--- config.mk ---
export PLATFORM = sky130hd
export DESIGN_NAME = irq_controller
export DESIGN_NICKNAME = d
export VERILOG_FILES = /design/src/rtl/irq_pkg.sv /design/src/rtl/irq_sync.sv /design/src/rtl/irq_controller.sv
export SDC_FILE = /design/constraint.sdc
export NUM_CORES = 1
export LEC_CHECK = 0
export ABC_AREA = 0
export CAP_MARGIN = 25
export CORE_MARGIN = 4
export CORE_UTILIZATION = 44
export CTS_CLUSTER_DIAMETER = 60
export DETAILED_ROUTE_END_ITERATION = 8
export GPL_TIMING_DRIVEN = 0
export MAX_ROUTING_LAYER = met4
export PLACE_DENSITY = 0.85
export SYNTH_ARGS = -nofsm -noshare
export SYNTH_HDL_FRONTEND = slang
export SYNTH_SLANG_ARGS = --single-unit
--- constraint.sdc ---
create_clock -name i_clk -period 1.6 [get_ports i_clk]
set_clock_uncertainty 0.1 [all_clocks]
set_input_delay 0.4 -clock i_clk [delete_from_list [all_inputs] [get_ports i_clk]]
set_output_delay 0.4 -clock i_clk [all_outputs]
set_load 0.01 [all_outputs]
--- src/rtl/irq_pkg.sv ---
// Shared constants and types for the 68000 interrupt controller.
package irq_pkg;

  localparam int unsigned NUM_LEVELS = 7;

  localparam logic REG_ENABLE  = 1'b0;
  localparam logic REG_PENDING = 1'b1;

  typedef enum logic [1:0] {
    StIdle,
    StWait,
    StAck,
    StSpur
  } iack_state_e;

endpackage

--- src/rtl/irq_sync.sv ---
// Per-level input conditioning: two-flop synchroniser plus a delay flop for rise detection.
module irq_sync (
  input  logic i_clk,
  input  logic i_rst,
  input  logic i_src,
  output logic o_level,
  output logic o_rise
);

  logic r_meta;
  logic r_sync;
  logic r_dly;

  always_ff @(posedge i_clk or posedge i_rst) begin
    if (i_rst) begin
      r_meta <= 1'b0;
      r_sync <= 1'b0;
      r_dly  <= 1'b0;
    end else begin
      r_meta <= i_src;
      r_sync <= r_meta;
      r_dly  <= r_sync;
    end
  end

  assign o_level = r_sync;
  assign o_rise  = r_sync & ~r_dly;

endmodule

--- src/rtl/irq_controller.sv ---
// Seven-level interrupt collector with enable mask and 68000 IACK autovector/BERR response.
// Optional build macro IRQ_STATUS_READ_EN exposes PENDING reads and write-1-to-clear.
module irq_controller
  import irq_pkg::*;
#(
  parameter logic [6:0]  EDGE_MASK = 7'b0000000,
  parameter int unsigned ACK_DELAY = 2,
  parameter logic [6:0]  RESET_EN  = 7'b0000000
) (
  input  logic       i_clk,
  input  logic       i_rst,
  input  logic [6:0] i_irq_src,
  input  logic       i_cs,
  input  logic       i_rw,
  input  logic       i_addr,
  input  logic [7:0] i_data_in,
  output logic [7:0] o_data_out,
  input  logic       i_iack,
  input  logic [2:0] i_iack_level,
  input  logic       i_as_n,
  output logic       o_irq1,
  output logic       o_irq2,
  output logic       o_irq3,
  output logic       o_irq4,
  output logic       o_irq5,
  output logic       o_irq6,
  output logic       o_irq7,
  output logic       o_vpa_n,
  output logic       o_berr_n
);

  localparam logic [3:0] CntInit = 4'(ACK_DELAY - 1);

  logic [NUM_LEVELS-1:0] w_synced;
  logic [NUM_LEVELS-1:0] w_rise;

  for (genvar g = 0; g < NUM_LEVELS; g++) begin : g_sync
    irq_sync u_sync (
      .i_clk   (i_clk),
      .i_rst   (i_rst),
      .i_src   (i_irq_src[g]),
      .o_level (w_synced[g]),
      .o_rise  (w_rise[g])
    );
  end

  logic [6:0]  r_pending;
  logic [6:0]  r_enable;
  logic [6:0]  r_irq;
  logic [7:0]  r_data_out;
  iack_state_e r_state;
  iack_state_e w_state_d;
  logic [3:0]  r_cnt;
  logic [3:0]  w_cnt_d;
  logic [2:0]  r_lvl;
  logic [2:0]  w_lvl_d;

  logic [7:0]  w_active;
  logic [7:0]  w_lvl_oh;
  logic [6:0]  w_iack_clr;
  logic [6:0]  w_wr_clr;
  logic [6:0]  w_clr;
  logic [6:0]  w_pending_d;
  logic [7:0]  w_pend_rd;
  logic        w_unused;

  // Index 0 is the spurious level and is never active.
  assign w_active = {r_pending & r_enable, 1'b0};
  assign w_lvl_oh = 8'b1 << r_lvl;

  always_comb begin
    w_state_d  = r_state;
    w_cnt_d    = r_cnt;
    w_lvl_d    = r_lvl;
    w_iack_clr = '0;
    case (r_state)
      StIdle: begin
        if (i_iack && !i_as_n) begin
          w_state_d = StWait;
          w_lvl_d   = i_iack_level;
          w_cnt_d   = CntInit;
        end
      end
      StWait: begin
        if (i_as_n) begin
          w_state_d = StIdle;
        end else if (r_cnt == 4'd0) begin
          if (w_active[r_lvl]) begin
            w_state_d  = StAck;
            w_iack_clr = w_lvl_oh[7:1];
          end else begin
            w_state_d = StSpur;
          end
        end else begin
          w_cnt_d = r_cnt - 4'd1;
        end
      end
      StAck, StSpur: begin
        if (i_as_n) w_state_d = StIdle;
      end
      default: w_state_d = StIdle;
    endcase
  end

`ifdef IRQ_STATUS_READ_EN
  assign w_wr_clr  = (i_cs && !i_rw && i_addr == REG_PENDING) ? i_data_in[7:1] : 7'd0;
  assign w_pend_rd = {r_pending, 1'b0};
`else
  assign w_wr_clr  = 7'd0;
  assign w_pend_rd = 8'h00;
`endif

  // Set beats clear on edge bits; level bits simply follow the synchronised source.
  assign w_clr       = w_iack_clr | w_wr_clr;
  assign w_pending_d = (EDGE_MASK & ((r_pending & ~w_clr) | w_rise)) | (~EDGE_MASK & w_synced);

  always_ff @(posedge i_clk or posedge i_rst) begin
    if (i_rst) begin
      r_pending  <= '0;
      r_enable   <= RESET_EN;
      r_irq      <= '0;
      r_data_out <= '0;
      r_state    <= StIdle;
      r_cnt      <= '0;
      r_lvl      <= '0;
    end else begin
      r_pending <= w_pending_d;
      r_irq     <= r_pending & r_enable;
      r_state   <= w_state_d;
      r_cnt     <= w_cnt_d;
      r_lvl     <= w_lvl_d;
      if (i_cs && !i_rw && i_addr == REG_ENABLE) r_enable <= i_data_in[7:1];
      if (i_cs && i_rw) begin
        r_data_out <= (i_addr == REG_ENABLE) ? {r_enable, 1'b0} : w_pend_rd;
      end
    end
  end

  assign w_unused   = i_data_in[0];
  assign o_data_out = r_data_out;
  assign o_irq1     = r_irq[0];
  assign o_irq2     = r_irq[1];
  assign o_irq3     = r_irq[2];
  assign o_irq4     = r_irq[3];
  assign o_irq5     = r_irq[4];
  assign o_irq6     = r_irq[5];
  assign o_irq7     = r_irq[6];
  // Decoded from state so an asynchronous reset releases the bus at once.
  assign o_vpa_n    = (r_state != StAck);
  assign o_berr_n   = (r_state != StSpur);

endmodule

## Yosys cells after proc, flatten, opt, wreduce, memory -nomap -nowiden

Index checks and enable logic that the tools add are counted.

- Register bits: 52
- Output and inout port bits: 17

- Add/sub/neg operators: 1
- Order comparisons: 1
- Eq/ne operators: 10
- Multiplexer cells: 13
- Bitwise gates (word level): 2
- Reduce and logical (&&, ||, !) cells: 13

Operators by type and width:

| operator | number |
|---|---|
| 4-bit two-way mux | 3 |
| 2-bit inequality test (second input constant) | 6 |
| 2-bit two-way mux | 4 |
| 8-bit two-way mux | 1 |
| 4-bit case mux with 2 select lines | 1 |
| 7-bit bitwise AND | 1 |
| 2-bit case mux with 3 select lines | 1 |
| 2-bit == test (second input constant) | 2 |
| 1-bit logical AND | 4 |
| 4-bit logical NOT | 1 |
| 3-bit by 4-bit < comparator with 1-bit output (second input constant) | 1 |
| 4-bit AND reduction | 1 |
| 4-bit by 1-bit subtractor with 4-bit output (second input constant) | 1 |
| 1-bit binary-select mux with 3-bit select | 1 |
| 3-bit inequality test (second input constant) | 1 |
| 3-bit AND reduction | 1 |
| 2-bit by 1-bit == test with 1-bit output (second input constant) | 1 |
| 1-bit logical NOT | 2 |
| 2-bit logical NOT | 1 |
| 1-bit two-way mux | 2 |
| 2-bit AND reduction | 1 |
| 2-bit nonzero test | 1 |
| 2-bit OR reduction | 1 |
| 1-bit NOT | 1 |

## Depth between registers and ports, before layout

Gate-level depths: netlist of the first run.

- Depth in word-level cells: 7
- Depth in mapped cells: 6
- Mapped depth without buffers: 6

## Modules after synthesis

From an unflattened synthesis of the first run, not the netlist that was laid out.

- Cells, all modules: 159
- Area, all modules: 2139.6 um^2

Modules (own cells, without submodules):

| module | times used | cells each | area an instance (um^2) | seq. area each (um^2) |
|---|---|---|---|---|
| irq_controller | 1 | 124 | 1491.4 | 925.9 |
| irq_sync | 7 | 5 | 92.6 | 75.1 |

## Worst setup path after synthesis of the first run

Ideal clock, no wire load.

- Path type: register to register
- Start point: reg r_enable[6]
- End point: reg r_state[0]
- Arrival time: 1247 ps
- Setup slack: 158 ps
- Cell stages (with the launch flop): 5
- Path buffers: 0
- Clock period less this slack: 1442 ps
- Cell sequence: dfrtp_1 and2_4 mux4_2 nand2b_4 a311oi_2

- Word-level cells in the longest chain between the ends: 7

RTL lines:

| what | RTL line | RTL |
|---|---|---|
| from (decl) | irq_controller.sv:48 | `logic [6:0] r_enable;` |
| from (signal assigned) | irq_controller.sv:132 | `if (i_cs && !i_rw && i_addr == REG_ENABLE) r_enable <= i_data_in[7:1];` |
| 7-bit bitwise AND | irq_controller.sv:68 | `assign w_active = {r_pending & r_enable, 1'b0};` |
| via w_active[7] | irq_controller.sv:58 | `logic [7:0] w_active;` |
| 1-bit binary-select mux with 3-bit select | irq_controller.sv:88 | `if (w_active[r_lvl]) begin` |
| 1-bit two-way mux (not written as such) | irq_controller.sv:88 |  |
| 1-bit two-way mux | irq_controller.sv:88 |  |
| 2-bit two-way mux | irq_controller.sv:87 | `end else if (r_cnt == 4'd0) begin` |
| 2-bit two-way mux | irq_controller.sv:85 | `if (i_as_n) begin` |
| 2-bit case mux with 3 select lines | irq_controller.sv:76 | `case (r_state)` |
| to (signal assigned) | irq_controller.sv:123 | `r_state <= StIdle;` |
| to (signal assigned) | irq_controller.sv:129 | `r_state <= w_state_d;` |
| to (decl) | irq_controller.sv:51 | `iack_state_e r_state;` |

The timed path passes the listed nets, and every way through them passes these cells. The select of a mux whose other input is x is not followed.
A chain may end at the register's enable or synchronous reset.

## Worst setup path in the final report of the first run

- Start point: in i_cs
- End point: reg r_enable[5]

- Word-level cells in the longest chain between the ends: 2

RTL lines:

| what | RTL line | RTL |
|---|---|---|
| from (decl) | irq_controller.sv:13 | `input logic i_cs,` |
| 1-bit logical AND (2 in a row) | irq_controller.sv:132 |  |

Every way passes these cells.

==> impl_metrics.csv, run 1 <==
group,metric,value,unit
route,vias,1160,
global_routing,antenna_found_initial,0,
status,outcome,"finished clean",
synthesis,synth_seq_cells,51,
floorplan,core_area,4030,um^2
synthesis,synth_edf_count,0,
floorplan,floorplan.initialDensity,45.8,%
critical_path,critPathKind,"input pin to register",
sta,finalHoldViolations,0,
place,dp.cells,226,
route,wl_per_cell,14.3,um
global_routing,track_usage,14.6,%
finish,utilization,60.5,%
place,port_buffers,39,
floorplan,die_w,72.8,um
sta,hold_ws,252,ps
global_routing,grt_overflow_total,0,
critical_path,crit_required,1680,ps
clocking,cts.path.max_buffers,2,
route,drcViolationCount,0,
route,via_per_inst,4.87,
power,power_leakage,1.14,nW
synthesis,synth_area_per_cell,13.5,um^2
clocking,holdBufCountCts,0,
sta,period_minus_slack,1530,ps
synthesis,yosysTopAreaCellShare,69.2,%
floorplan,die_h,72.8,um
sta,max_freq,653,MHz
finish,final_nets,214,
run,cap_viol_max_count,0,
route,wl,3400,um
critical_path,cp_max_fo,5,
synthesis,ys_top_cells_by_count,"dfrtp_1, nand2_1, o21ai_0",
synthesis,synth_flop_cell,"dfrtp_1",
sta,drv_slew,0,
power,irDropWorstVdd,0.632,mV
critical_path,cp.arrival,1610,ps
route,drt_iter0_drc,83,
clocking,cts.sinks,51,
route,ant_nets,0,
critical_path,slowest_delay,490,ps
clocking,numCtsBuffers,5,
critical_path,start_kind,"input pin",
global_routing,grt_max_degree,52,
synthesis,ys_async_sr_fraction,100,%
synthesis,synthDistinctLibCells,30,
route,firstDrtPassIters,4,
finish,fillers,322,
global_routing,grt_pass1_vias,1205,
synthesis,synthesis.nets,163,
finish,synthToLayoutAreaGrowth,32.1,%
synthesis,synth_top_area_cell,"dfrtp_1",
place,place_ws,-544,ps
synthesis,synth_warnings,0,
critical_path,cp-end-kind,"register",
synthesis,synth_area_leaders,"dfrtp_1, mux2_2, o21ai_0",
place,dpl_cell_area,2300,um^2
sta,finalSetupViolations,0,
power,power_density,1180,nW/um^2
finish,n_antenna_cell,0,
finish,stdcell_count,238,
sta,setup_tns,0,ps
clocking,cts_tree,"yes",
synthesis,yosysMostFrequentCell,"dfrtp_1",
place,dp_hpwl,2330,um
clocking,clk_pin_slew,80,ps
clocking,cts_root_buffer,"clkbuf_8",
finish,finalInstanceArea,2440,um^2
critical_path,cp_cell_sequence,"clkdlybuf4s50_1 -> nor3b_4 -> buf_4 -> mux2_2",
floorplan,dieArea,5290,um^2
global_routing,grt_pass1_wl,5550,um
floorplan,ios,42,
critical_path,crit_slowest_cell,"clkdlybuf4s50_1",
sta,min_period_over_period,95.8,%
power,total_power,2.89,mW
clocking,cts-htree-levels,2,
place,gp_congestion,0.913,
synthesis,synth_seq_area_share,69.2,%
clocking,clk_latency,290,ps
floorplan,rows,23,
finish,drive_above_1_share,19.7,%
sta,setup_slack,67.6,ps
synthesis,synth_area,1850,um^2
hold_path,hold_path.class,"register to register",
synthesis,synthesis.instances,137,
==> sequential cells by signal, indices dropped and copies added, names as in the netlist <==
register / count
g_sync.u_sync.o_level: 7
g_sync.u_sync.r_meta: 7
r_state: 2
r_pending: 7
r_lvl: 3
r_irq: 7
r_enable: 7
r_cnt: 4
o_data_out: 7
==> cell type report <==
cell class / instances / area, um^2 / share of cell area (%)
clock buffer: 6 / 82.6 / 3.39
clock inverter: 1 / 5.00 / 0.205
multi-input combinational: 75 / 542 / 22.2
sequential: 51 / 1280 / 52.4
buffer: 3 / 16.3 / 0.667
inverter: 8 / 33.8 / 1.39
tap: 50 / 62.6 / 2.57
timing repair buffer: 44 / 419 / 17.2
==> layer usage <==
metal	global-route usage, %	part of all wire (%)	vias up
li1	-	-	557
met1	16.2	40	570
met2	24.4	54	31
met3	5.10	5.3	2
met4	5.33	0.56	0
met5	-	0	-
==> worst max-delay path: cells and delay by family <==
family                 cells  cell delay [ps]
buffers and inverters      2              670
muxes                      1              340
and+or+nand+nor            1              200
==> cells by family (layout without fill, tap and decap cells) <==
family / count (synthesis) / in the layout / synth area share (%)
adders and majority gates: 1 / 1 / 0.678
muxes: 11 / 11 / 7.25
xor gates and xnor gates: 2 / 2 / 0.949
DFF: 51 / 51 / 69.2
buffers and inverters: 11 / 62 / 2.51
and+or+nand+nor: 43 / 43 / 13.9
other: 1 / 1 / 0.203
AOI/OAI and AO/OA: 17 / 17 / 5.36
==> layout by cell type, fill, tap and decap left out, types with 3 or more instances in the layout <==
cell type / Yosys / routed
buf_4: 1 / 5
nand4_1: 3 / 3
clkdlybuf4s50_1: 0 / 21
clkbuf_8: 0 / 6
mux2_2: 9 / 9
inv_1: 8 / 6
nor2_1: 5 / 4
and2_4: 4 / 4
a21oi_1: 5 / 5
nand2_1: 12 / 12
nand2b_1: 5 / 5
dlygate4sd2_1: 0 / 15
o21ai_0: 10 / 10
dfrtp_1: 51 / 51
==> final timing paths <==
check                      cells after the start  slack [ps]                                 end                                from
max                                            4          70             r_enable[5]$_DFFE_PP0P_                                i_cs
min                                            0         250              r_pending[3]$_DFF_PP0_  g_sync[3].u_sync.o_level$_DFF_PP0_
max reg2reg                                    4          80              r_state[0]$_DFFE_PP0P_             r_enable[3]$_DFFE_PP0P_
min reg2reg                                    0         250              r_pending[3]$_DFF_PP0_  g_sync[3].u_sync.o_level$_DFF_PP0_
max in group asynchronous                      3         660  g_sync[4].u_sync.o_level$_DFF_PP0_                               i_rst
min in group asynchronous                      2         280                r_cnt[1]$_DFFE_PP0P_                               i_rst
==> power by group <==
part | switching (mW) | internal (mW)
clock | 0.377 | 0.339
sequential | 0.126 | 1.46
combinational | 0.264 | 0.318
==> what timing repair did <==
item	CTS	global route
pin swaps	1	1
setup buffers	4	0
setup endpoints to repair	25	4
gates resized for setup	23	4
Note: power is estimated with default switching activity, not from simulation.
==> run 2: changes to the inputs <==
PLACE_DENSITY = 0.7   (was 0.85)
==> run 2 against run 1 <==
Against the previous run: global-route usage increased by 0.10 points; fmax fell by 2.4%; total power up 12%; sequential power hardly changed; via count rose by 0.86%; first-iteration DRC count decreased by 23%; wire length is 3.4% higher; sequential share of layout area decreased by 1.2 points; cell count up 1.3%; setup slack worse by 38 ps; die area stayed put; critical endpoint is now r_state[0]$_DFFE_PP0P_; largest power group unchanged; highest routed layer unchanged.
==> impl_metrics.csv, run 2 (synthesized netlist as in run 1, its figures left out) <==
group,metric,value,unit
critical_path,start_kind,"register",
route,drcViolationCount,0,
floorplan,die_w,72.8,um
floorplan,rows,23,
global_routing,track_usage,14.7,%
route,ant_nets,0,
clocking,cts.path.max_buffers,2,
floorplan,core_area,4030,um^2
sta,drv_slew,0,
clocking,cts_root_buffer,"clkbuf_8",
critical_path,cp_cell_sequence,"and2_4 -> mux4_2 -> nand2b_4 -> a311oi_2",
place,dp_hpwl,2500,um
place,port_buffers,39,
power,power_leakage,1.17,nW
critical_path,critPathKind,"register to register",
route,wl,3520,um
clocking,clk_latency,300,ps
clocking,cts-htree-levels,2,
critical_path,critical-path-top-delay-family,"multiplexers",
clocking,numCtsBuffers,5,
sta,setup_slack,29.1,ps
route,vias,1170,
power,total_power,3.22,mW
floorplan,floorplan.initialDensity,45.8,%
finish,n_antenna_cell,0,
floorplan,die_h,72.8,um
place,place_ws,-530,ps
critical_path,cp-end-kind,"register",
clocking,clk_pin_slew,100,ps
finish,finalInstanceArea,2500,um^2
route,firstDrtPassIters,4,
finish,drive_above_1_share,22.0,%
status,outcome,"finished clean",
run,cap_viol_max_count,0,
finish,final_common_cell,"dfrtp_1",
place,dpl_cell_area,2300,um^2
critical_path,cp_num_buf_inv,0,
finish,synthToLayoutAreaGrowth,35.3,%
place,gp_congestion,0.807,
finish,final_nets,216,
sta,finalSetupViolations,0,
sta,finalHoldViolations,0,
hold_path,hold_path.class,"register to register",
sta,min_period_over_period,98.2,%
critical_path,slowest_delay,470,ps
critical_path,crit_slowest_cell,"mux4_2",
global_routing,antenna_found_initial,0,
global_routing,grt_pass1_wl,5660,um
clocking,cts_tree,"yes",
power,power_density,1290,nW/um^2
route,wl_per_cell,14.6,um
floorplan,dieArea,5290,um^2
critical_path,crit_required,1710,ps
route,via_per_inst,4.85,
global_routing,grt_overflow_total,0,
power,irDropWorstVdd,0.790,mV
finish,utilization,62.0,%
critical_path,cp_max_fo,3,
global_routing,grt_pass1_vias,1207,
global_routing,grt_max_degree,52,
finish,mostFrequentLayoutCells,"dfrtp_1, clkdlybuf4s50_1, dlygate4sd2_1",
floorplan,ios,42,
critical_path,cp.arrival,1680,ps
sta,max_freq,637,MHz
route,drt_iter0_drc,64,
sta,period_minus_slack,1570,ps
clocking,cts.sinks,51,
[run 2: cell type report]
type,instances,area (um^2)
sequential,51,1280
clock inverter,3,67.6
inverter,8,33.8
fill,320,1530
clock buffer,5,68.8
buffer,3,16.3
tap,50,62.6
timing repair buffer,46,433
multi-input combinational,75,537
[run 2: repair_timing]
item,4_1_cts,5_1_grt
pin swaps,2,0
cloned,0,0
hold buffers,0,0
resized for setup,22,6
setup endpoints to repair,25,11
setup buffers,6,0
[run 2: path summary, 6_finish.rpt]
check	slack [ps]	end	cells past startpoint	start
max	30	r_state[0]$_DFFE_PP0P_	4	r_enable[6]$_DFFE_PP0P_
min	250	r_pending[2]$_DFF_PP0_	0	g_sync[2].u_sync.o_level$_DFF_PP0_
max reg2reg	30	r_state[0]$_DFFE_PP0P_	4	r_enable[6]$_DFFE_PP0P_
min reg2reg	250	r_pending[2]$_DFF_PP0_	0	g_sync[2].u_sync.o_level$_DFF_PP0_
max in group asynchronous	640	r_lvl[0]$_DFFE_PP0P_	3	i_rst
min in group asynchronous	270	o_data_out[6]$_DFFE_PP0P_	2	i_rst
[run 2: power breakdown]
part / switching [mW] / internal [mW] / total, mW
logic: 0.267 / 0.325 / 0.591
registers: 0.133 / 1.46 / 1.60
clock network: 0.408 / 0.623 / 1.03
[run 2: layer usage]
| metal | global-route usage [%] | up-vias | wire, um |
|---|---|---|---|
| li1 | - | 559 | - |
| met4 | 4.30 | 0 | 49 |
| met1 | 17.3 | 566 | 1430 |
| met5 | - | - | 0 |
| met3 | 3.99 | 7 | 201 |
| met2 | 24.8 | 38 | 1840 |
[run 2: metrics by stage]
stage	TNS, ps	hold slack, ps	instances
after global routing	-31.5	258	241
after global placement	-9820	232	226
after detailed placement	-12720	236	226
final	0	253	241
after floorplan	0	231	137
after CTS	0	257	240
==> run 3: changes to the inputs <==
CAP_MARGIN = not set   (was 25)
PLACE_DENSITY = 0.79   (was 0.7)
==> run 3 against run 2 <==
Against the previous run: fmax is 1.7% higher; wire length is 0.60% higher; cell count is 0.83% lower; total power is 5.2% lower; final area is 1.3% lower; non-clock buffer count is 2 lower; clock power is 19% lower; setup slack better by 26 ps.
==> impl_metrics.csv, run 3 (synthesized netlist as in run 1, its figures left out) <==
group,metric,value,unit
sta,finalHoldViolations,0,
power,clockPowerShare,27.5,%
sta,period_minus_slack,1540,ps
route,vias,1183,
critical_path,endpoint,"r_state[0]$_DFFE_PP0P_",
global_routing,grt_overflow_total,0,
floorplan,floorplan.initialDensity,45.8,%
critical_path,critical-path-top-delay-family,"multiplexers",
global_routing,grt_max_degree,52,
run,cap_viol_max_count,0,
critical_path,r2r_start,"r_enable[6]$_DFFE_PP0P_",
power,combPwrFrac,19.9,%
power,intPower,2.26,mW
finish,synthToLayoutAreaGrowth,33.5,%
sta,drv_slew,0,
critical_path,cp_max_fo,3,
power,power_leakage,1.14,nW
power,switching_share,25.9,%
sta,rsz0062_at_grt,"true",
place,dp_hpwl,2420,um
finish,utilization,61.1,%
critical_path,cp_num_buf_inv,0,
clocking,clk_pin_slew,80,ps
critical_path,slowest_delay,450,ps
finish,fillers,321,
route,drcViolationCount,0,
route,ant_nets,0,
finish,final_nets,215,
finish,final_common_cell,"dfrtp_1",
route,firstDrtPassIters,4,
finish,mostFrequentLayoutCells,"dfrtp_1, clkdlybuf4s50_1, dlygate4sd2_1",
critical_path,crit_required,1700,ps
global_routing,antenna_found_initial,0,
place,gp_congestion,0.843,
finish,drive_above_1_share,22.2,%
floorplan,ios,42,
critical_path,crit_cells,4,
power,power_density,1240,nW/um^2
sta,slew_headroom,27.7,%
finish,n_antenna_cell,0,
critical_path,cp-end-kind,"register",
global_routing,grt_pass1_wl,5840,um
critical_path,r2r_slack,60,ps
route,wl_per_cell,14.8,um
global_routing,track_usage,15.1,%
critical_path,start_kind,"register",
sta,finalSetupViolations,0,
route,via_per_inst,4.95,
critical_path,crit_slowest_cell,"mux4_2",
clocking,clk_latency,300,ps
sta,max_freq,647,MHz
power,irDropWorstVdd,0.711,mV
sta,setup_slack,55.2,ps
clocking,cts.sinks,51,
place,dpl_cell_area,2300,um^2
floorplan,rows,23,
place,port_buffers,39,
clocking,holdBufCountCts,0,
floorplan,die_w,72.8,um
sta,min_period_over_period,96.5,%
critical_path,cp.arrival,1640,ps
critical_path,regToRegEndpoint,"r_state[0]$_DFFE_PP0P_",
critical_path,crit_path_start,"r_enable[6]$_DFFE_PP0P_",
hold_path,hold_path.class,"register to register",
route,wl,3540,um
floorplan,core_area,4030,um^2
power,switchingPower,0.789,mW
global_routing,grt_pass1_vias,1210,
route,drt_iter0_drc,66,
clocking,cts.path.max_buffers,2,
power,total_power,3.05,mW
clocking,cts-htree-levels,2,
place,place_ws,-563,ps
finish,finalInstanceArea,2460,um^2
clocking,numCtsBuffers,5,
power,seq_power_share,52.6,%
status,outcome,"finished clean",
sta,hold_ws,252,ps
floorplan,dieArea,5290,um^2
floorplan,die_h,72.8,um
critical_path,cp_cell_sequence,"and2_4 -> mux4_2 -> nand2b_4 -> a311oi_2",
sta,worst_slew_pin_slew,1080,ps
critical_path,critPathKind,"register to register",
critical_path,reg2reg_depth,4,
clocking,cts_tree,"yes",
clocking,cts_root_buffer,"clkbuf_8",
[run 3: stage by stage]
stage / TNS [ps] / std cells
5_1_grt: -8.66 / 239
3_5_place_dp: -12580 / 226
2_1_floorplan: 0 / 137
6_report: 0 / 239
4_1_cts: 0 / 237
3_3_place_gp: -9770 / 226
[run 3: worst min-delay path by stage]
stage	cells after the start	startpoint	to	slack (ps)
6_report	0	g_sync[5].u_sync.o_level$_DFF_PP0_	r_pending[5]$_DFF_PP0_	250
5_1_grt	0	g_sync[0].u_sync.o_level$_DFF_PP0_	r_pending[0]$_DFF_PP0_	250
4_1_cts	0	g_sync[5].u_sync.o_level$_DFF_PP0_	r_pending[5]$_DFF_PP0_	260
3_5_place_dp	0	g_sync[0].u_sync.o_level$_DFF_PP0_	r_pending[0]$_DFF_PP0_	240
3_3_place_gp	0	g_sync[4].u_sync.o_level$_DFF_PP0_	r_pending[4]$_DFF_PP0_	230
2_1_floorplan	0	g_sync[0].u_sync.r_meta$_DFF_PP0_	g_sync[0].u_sync.o_level$_DFF_PP0_	230
[run 3: timing repair]
item                                    4_1_cts  5_1_grt
setup buffers                                 4        1
endpoints found under the setup margin       25       11
pin swaps                                     2        2
cloned                                        0        1
hold endpoints to repair                      0        0
resized for setup                            23       10
[run 3: metal layers]
| layer | track usage (%) | routed length, um | up-vias | share of wire, % |
|---|---|---|---|---|
| met3 | 5.37 | 204 | 8 | 5.8 |
| met2 | 24.3 | 1830 | 36 | 52 |
| met1 | 17.6 | 1440 | 580 | 41 |
| li1 | - | - | 559 | - |
| met4 | 5.33 | 65 | 0 | 1.8 |
| met5 | - | 0 | - | 0 |
[run 3: power groups by stage]
| stage | logic (mW) | registers, mW | clock network, mW |
|---|---|---|---|
| floorplan | 0.329 | 1.61 | 0 |
| global placement | 0.563 | 1.62 | 0 |
| detailed placement | 0.579 | 1.63 | 0 |
| CTS | 0.568 | 1.60 | 0.863 |
| global route | 0.675 | 1.63 | 0.924 |
| finish | 0.607 | 1.61 | 0.838 |
[run 3: cell type report]
class                      instances  area [um^2]  share of cell area, %
inverter                           8         33.8                   1.37
tap                               50         62.6                   2.54
timing repair buffer              44          402                   16.3
sequential                        51         1280                   51.9
clock buffer                       6         72.6                   2.95
timing repair inverter             1         5.00                  0.203
multi-input combinational         75          561                   22.8
clock inverter                     1         30.0                   1.22
buffer                             3         18.8                  0.762
